--- config.mk ---
export PLATFORM = sky130hd
export DESIGN_NAME = ac_unit_p
export DESIGN_NICKNAME = d
export VERILOG_FILES = /design/src/rtl/ac_unit_p.sv
export SDC_FILE = /design/constraint.sdc
export NUM_CORES = 1
export LEC_CHECK = 0
export CAP_MARGIN = 20
export CELL_PAD_IN_SITES_DETAIL_PLACEMENT = 1
export CELL_PAD_IN_SITES_GLOBAL_PLACEMENT = 2
export CORE_MARGIN = 2
export CORE_UTILIZATION = 34
export DETAILED_ROUTE_END_ITERATION = 16
export GPL_TIMING_DRIVEN = 0
export PLACE_DENSITY = 0.95
export SLEW_MARGIN = 20
export SYNTH_ARGS = -nofsm -noshare
export SYNTH_HDL_FRONTEND = slang
export SYNTH_SLANG_ARGS = --single-unit
export TNS_END_PERCENT = 50
--- constraint.sdc ---
create_clock -name clk -period 4.4 [get_ports clk]
set_clock_uncertainty 0.05 [all_clocks]
set_input_delay 1.32 -clock clk [delete_from_list [all_inputs] [get_ports clk]]
set_output_delay 1.32 -clock clk [all_outputs]
set_load 0.01 [all_outputs]
--- src/rtl/ac_unit_p.sv ---
// Accumulator unit: AC register, E link flip-flop, status flags and an ALU
// for decoded register/memory-reference commands, plus multi-cycle N-bit circulates.
module ac_unit_p #(
    parameter int WIDTH   = 16,
    parameter int SHAMT_W = 4
) (
    input  logic               clk,
    input  logic               rst_n,
    input  logic               op_valid,
    input  logic [3:0]         op,
    output logic               op_ready,
    input  logic [WIDTH-1:0]   dr,
    input  logic [7:0]         inpr,
    input  logic [SHAMT_W-1:0] shamt,
    output logic [WIDTH-1:0]   ac,
    output logic               e,
    output logic               ovf,
    output logic               zero,
    output logic               neg,
    output logic               busy,
    output logic               done
);

    localparam logic [3:0] OP_AND  = 4'd1;
    localparam logic [3:0] OP_ADD  = 4'd2;
    localparam logic [3:0] OP_LDA  = 4'd3;
    localparam logic [3:0] OP_CLA  = 4'd4;
    localparam logic [3:0] OP_CLE  = 4'd5;
    localparam logic [3:0] OP_CMA  = 4'd6;
    localparam logic [3:0] OP_CME  = 4'd7;
    localparam logic [3:0] OP_CIR  = 4'd8;
    localparam logic [3:0] OP_CIL  = 4'd9;
    localparam logic [3:0] OP_INC  = 4'd10;
    localparam logic [3:0] OP_INP  = 4'd11;
    localparam logic [3:0] OP_RORN = 4'd12;
    localparam logic [3:0] OP_ROLN = 4'd13;

    localparam logic [SHAMT_W-1:0] CNT_ONE = SHAMT_W'(1);

    logic [WIDTH-1:0]   ac_q, ac_d;
    logic               e_q, e_d;
    logic               ovf_q, ovf_d;
    logic               busy_q, busy_d;
    logic               done_q, done_d;
    logic [SHAMT_W-1:0] cnt_q, cnt_d;
    logic               left_q, left_d;

    logic               accept;
    logic [WIDTH:0]     sum;

    // One step of the WIDTH+1-bit ring {e, ac}; returns {new_ac, new_e}.
    function automatic logic [WIDTH:0] ring_step(input logic [WIDTH-1:0] a,
                                                 input logic le,
                                                 input logic to_left);
        if (to_left)
            ring_step = {a[WIDTH-2:0], le, a[WIDTH-1]};
        else
            ring_step = {le, a[WIDTH-1:1], a[0]};
    endfunction

    assign accept = op_valid && !busy_q;
    assign sum    = {1'b0, ac_q} + {1'b0, dr};

    always_comb begin
        ac_d   = ac_q;
        e_d    = e_q;
        ovf_d  = ovf_q;
        busy_d = busy_q;
        done_d = 1'b0;
        cnt_d  = cnt_q;
        left_d = left_q;

        if (busy_q) begin
            {ac_d, e_d} = ring_step(ac_q, e_q, left_q);
            cnt_d       = cnt_q - CNT_ONE;
            if (cnt_q == CNT_ONE) begin
                busy_d = 1'b0;
                done_d = 1'b1;
            end
        end else if (accept) begin
            done_d = 1'b1;
            case (op)
                OP_AND: ac_d = ac_q & dr;
                OP_ADD: begin
                    {e_d, ac_d} = sum;
                    ovf_d = (ac_q[WIDTH-1] == dr[WIDTH-1]) &&
                            (sum[WIDTH-1] != ac_q[WIDTH-1]);
                end
                OP_LDA: ac_d = dr;
                OP_CLA: begin
                    ac_d  = '0;
                    ovf_d = 1'b0;
                end
                OP_CLE: e_d = 1'b0;
                OP_CMA: ac_d = ~ac_q;
                OP_CME: e_d = ~e_q;
                OP_CIR: {ac_d, e_d} = ring_step(ac_q, e_q, 1'b0);
                OP_CIL: {ac_d, e_d} = ring_step(ac_q, e_q, 1'b1);
                OP_INC: ac_d = ac_q + WIDTH'(1);
                OP_INP: ac_d[7:0] = inpr;
                OP_RORN, OP_ROLN: begin
                    // The accept edge performs the first step; the rest run while busy.
                    if (shamt != '0) begin
                        left_d      = (op == OP_ROLN);
                        {ac_d, e_d} = ring_step(ac_q, e_q, op == OP_ROLN);
                        cnt_d       = shamt - CNT_ONE;
                        if (shamt != CNT_ONE) begin
                            busy_d = 1'b1;
                            done_d = 1'b0;
                        end
                    end
                end
                default: ;
            endcase
        end
    end

    always_ff @(posedge clk or negedge rst_n) begin
        if (!rst_n) begin
            ac_q   <= '0;
            e_q    <= 1'b0;
            ovf_q  <= 1'b0;
            busy_q <= 1'b0;
            done_q <= 1'b0;
            cnt_q  <= '0;
            left_q <= 1'b0;
        end else begin
            ac_q   <= ac_d;
            e_q    <= e_d;
            ovf_q  <= ovf_d;
            busy_q <= busy_d;
            done_q <= done_d;
            cnt_q  <= cnt_d;
            left_q <= left_d;
        end
    end

    assign ac       = ac_q;
    assign e        = e_q;
    assign ovf      = ovf_q;
    assign busy     = busy_q;
    assign done     = done_q;
    assign op_ready = ~busy_q;
    assign zero     = (ac_q == '0);
    assign neg      = ac_q[WIDTH-1];

endmodule

==> reports/metrics.yaml <==
route:
  drc: 0
  met3_length_um: 945
  ant_nets: 0
  wl_met2_mm: 7.50
  drt_pass1_iterations: 5
  highest_layer: "met4"
  wl_per_cell_um: 22.6
  drtIter0Drc: 387
  num_vias: 4536
  drt-total-wl_mm: 16.4
  met1_length_mm: 7.44
  viasPerCell: 6.26
power:
  p_leak_uw: 0.00182
  powerDensity_nw_per_um2: 556
  peakVddDrop_mv: 0.294
worst_setup_path:
  worstSetupStartpointType: "input pin"
  crit_arrival_ns: 3.98
  critPathKind: "in -> reg"
  crit_top_cell: "a21oi_1"
  crit_chain: "clkdlybuf4s50_1, ha_1, inv_1, fa_1, nand2b_1, a21oi_1, a21oi_1, o21ai_0, mux2i_1, a221oi_1"
  reg2reg_from: "ac[1]$_DFFE_PN0P_"
  critPathMaxFanout: 5
  crit_family: "compound AO/OA/AOI/OAI gates"
  critPathBufInv: 2
  r2r_slack_ns: 1.41
  cp_slowest_cell: "clkdlybuf4s50_1"
  critPathCaptureType: "flop"
  r2r-end: "ac[14]$_DFFE_PN0P_"
  r2r_cells: 9
  slowest_delay_ns: 0.50
  required_ns: 4.47
floorplan:
  die_area_um2: 12200
  die_x_um: 111
  fp.dieH_um: 111
  core_um2: 10900
  num_rows: 38
  initial_core_util: 0.353
  ios: 58
sta:
  period_minus_slack_ns: 3.91
  tightest_slew_ns: 0.903
  hold_viol: 0
  setup_viol: 0
  rsz0062_at_grt: "false"
  slew_headroom: 0.395
  finalCritPeriodShare: 0.889
  setup_tns_ns: 0
  max_freq_mhz: 256
  finalMaxSlewViolations: 0
cells_and_area:
  diodes: 0
  drive_gt1_frac: 0.0991
  fin_area_um2: 4670
  fin_nets: 644
  layout.cells.non_filler: 725
  synthToLayoutAreaGrowth_pct: 21.0
global_routing:
  grt_pass1_wl_mm: 25.2
  grt_pass1_vias: 4511
  grt_util_all_layers: 0.256
  grt_max_degree: 26
  grt_overflow_total: 0
  antenna_found_initial: 0
logic_synthesis:
  syn-num-nets: 583
  yosysTopAreaCellShare: 0.162
  synth_cell_types: 69
  synth.most_common_cell: "a21oi_1"
  ys_warn_count: 0
  yosysTopAreaCell: "dfrtp_1"
  synth_common_cells: "a21oi_1 (47), nand2_1 (41), nor2_1 (41), o21ai_0 (36), buf_2 (28)"
  avgSynthCellArea_um2: 7.35
  syn_inst: 525
  synth_ff_type: "dfrtp_1"
  synth_edf_count: 0
  postSynth.asyncResetShare: 1.00
  synth.area.top_cells: "dfrtp_1 (16%), ha_1 (7.1%), a21oi_1 (6.1%)"
  ys_ff_latch: 25
  syn_area_um2: 3860
  yosysSeqAreaShare: 0.162
clock_tree:
  cts_resized: 0
  cts.sinks: 25
  cts_tree: "built"
  cts_buffers: 3
  cts-hold-fix-buffers: 0
  postCtsSetupBuffers: 0
  htreeDepth: 1
  clock_latency_ns: 0.27
  clock_path_buffers: 2
  cts_root_buf: "clkbuf_16"
  clk_pin_slew_ns: 0.08
placed_design:
  place_inst: 721
  port_buffers: 56
  place.gp.congestion: 0.943
  hpwl_mm: 12.3
  placed_cell_area_um2: 4590
hold_path:
  min_path_cells: 2
  worstHoldStart: "ovf$_DFFE_PN0P_"
  holdPathEnd: "ovf$_DFFE_PN0P_"
  hold_path.class: "reg -> reg"
outcome:
  status: "finished clean"
job:
  maxCapViolations: 0
-- layout make-up --
class | instances | area [um^2]
Sequential cell | 25 | 626
Tap cell | 140 | 175
Fill cell | 1391 | 6270
Timing Repair Buffer | 56 | 556
Clock buffer | 3 | 75.1
Buffer | 48 | 238
Inverter | 25 | 93.8
Clock inverter | 1 | 5.00
Multi-Input combinational cell | 427 | 2900
-- power by group --
group | switching [uW] | total, uW | internal, uW
Combinational | 1120 | 1910 | 797
Sequential | 123 | 457 | 334
Clock | 101 | 224 | 123
Total | 1340 | 2590 | 1250
-- worst max-delay path by stage --
stage / start / to / slack [ns] / depth (start not counted)
final: dr[0] / ac[14]$_DFFE_PN0P_ / 0.49 / 10
after global routing: dr[0] / ac[14]$_DFFE_PN0P_ / 0.33 / 10
after CTS: dr[0] / ac[14]$_DFFE_PN0P_ / 0.53 / 10
after detailed placement: dr[0] / ac[14]$_DFFE_PN0P_ / 0.25 / 10
after global placement: dr[0] / ac[14]$_DFFE_PN0P_ / 0.31 / 10
after floorplan: dr[0] / ac[14]$_DFFE_PN0P_ / 1.29 / 9
-- layer usage --
metal	up-vias	track usage
met2	205	0.422
met5	-	0
li1	2088	-
met4	0	0.0800
met1	2203	0.356
met3	40	0.0220
-- stage by stage --
step	power [uW]	worst slack [ns]	hold WS, ns	util
detailed placement	2330	0.249	0.467	0.420
global placement	2280	0.314	0.460	0.420
finish	2590	0.490	0.491	0.427
CTS	2570	0.530	0.496	0.427
floorplan	1670	1.29	0.446	-
global route	2770	0.329	0.548	0.427
-- registers in the layout, indices dropped and copies added, names as in the netlist --
register	flops
ovf	1
done	1
ac	16
e	1
cnt_q	4
left_q	1
busy	1
-- worst register-to-register path, stage by stage (launching register included) --
cell      delay (ns)
dfrtp_1         0.39
clkbuf_1        0.35
inv_1           0.14
fa_1            0.47
nand2b_1        0.19
a21oi_1         0.32
a21oi_1         0.27
o21ai_0         0.28
mux2i_1         0.28
a221oi_1        0.11
-- layout by cell type (no fill, tap or decap), types with 9 or more instances in the layout --
cell type / instances
o211ai_1: 13
inv_1: 23
o22ai_1: 9
ha_1: 22
mux2i_1: 22
xnor2_1: 21
clkdlybuf4s50_1: 55
nor2_1: 41
a211oi_1: 9
clkbuf_1: 16
o21ai_0: 36
nand3_1: 15
a21oi_1: 47
nand2_1: 41
dfrtp_1: 25
nor3_1: 12
buf_2: 29
-- kinds of logic after synthesis --
logic type,share of synthesized area
flops,0.162
simple gates,0.213
compound gates,0.329
mux,0.0746
xor+xnor,0.0590
fa+ha+maj,0.0765
buf+inv,0.0859
No activity file was read; power rests on OpenSTA's default activity.
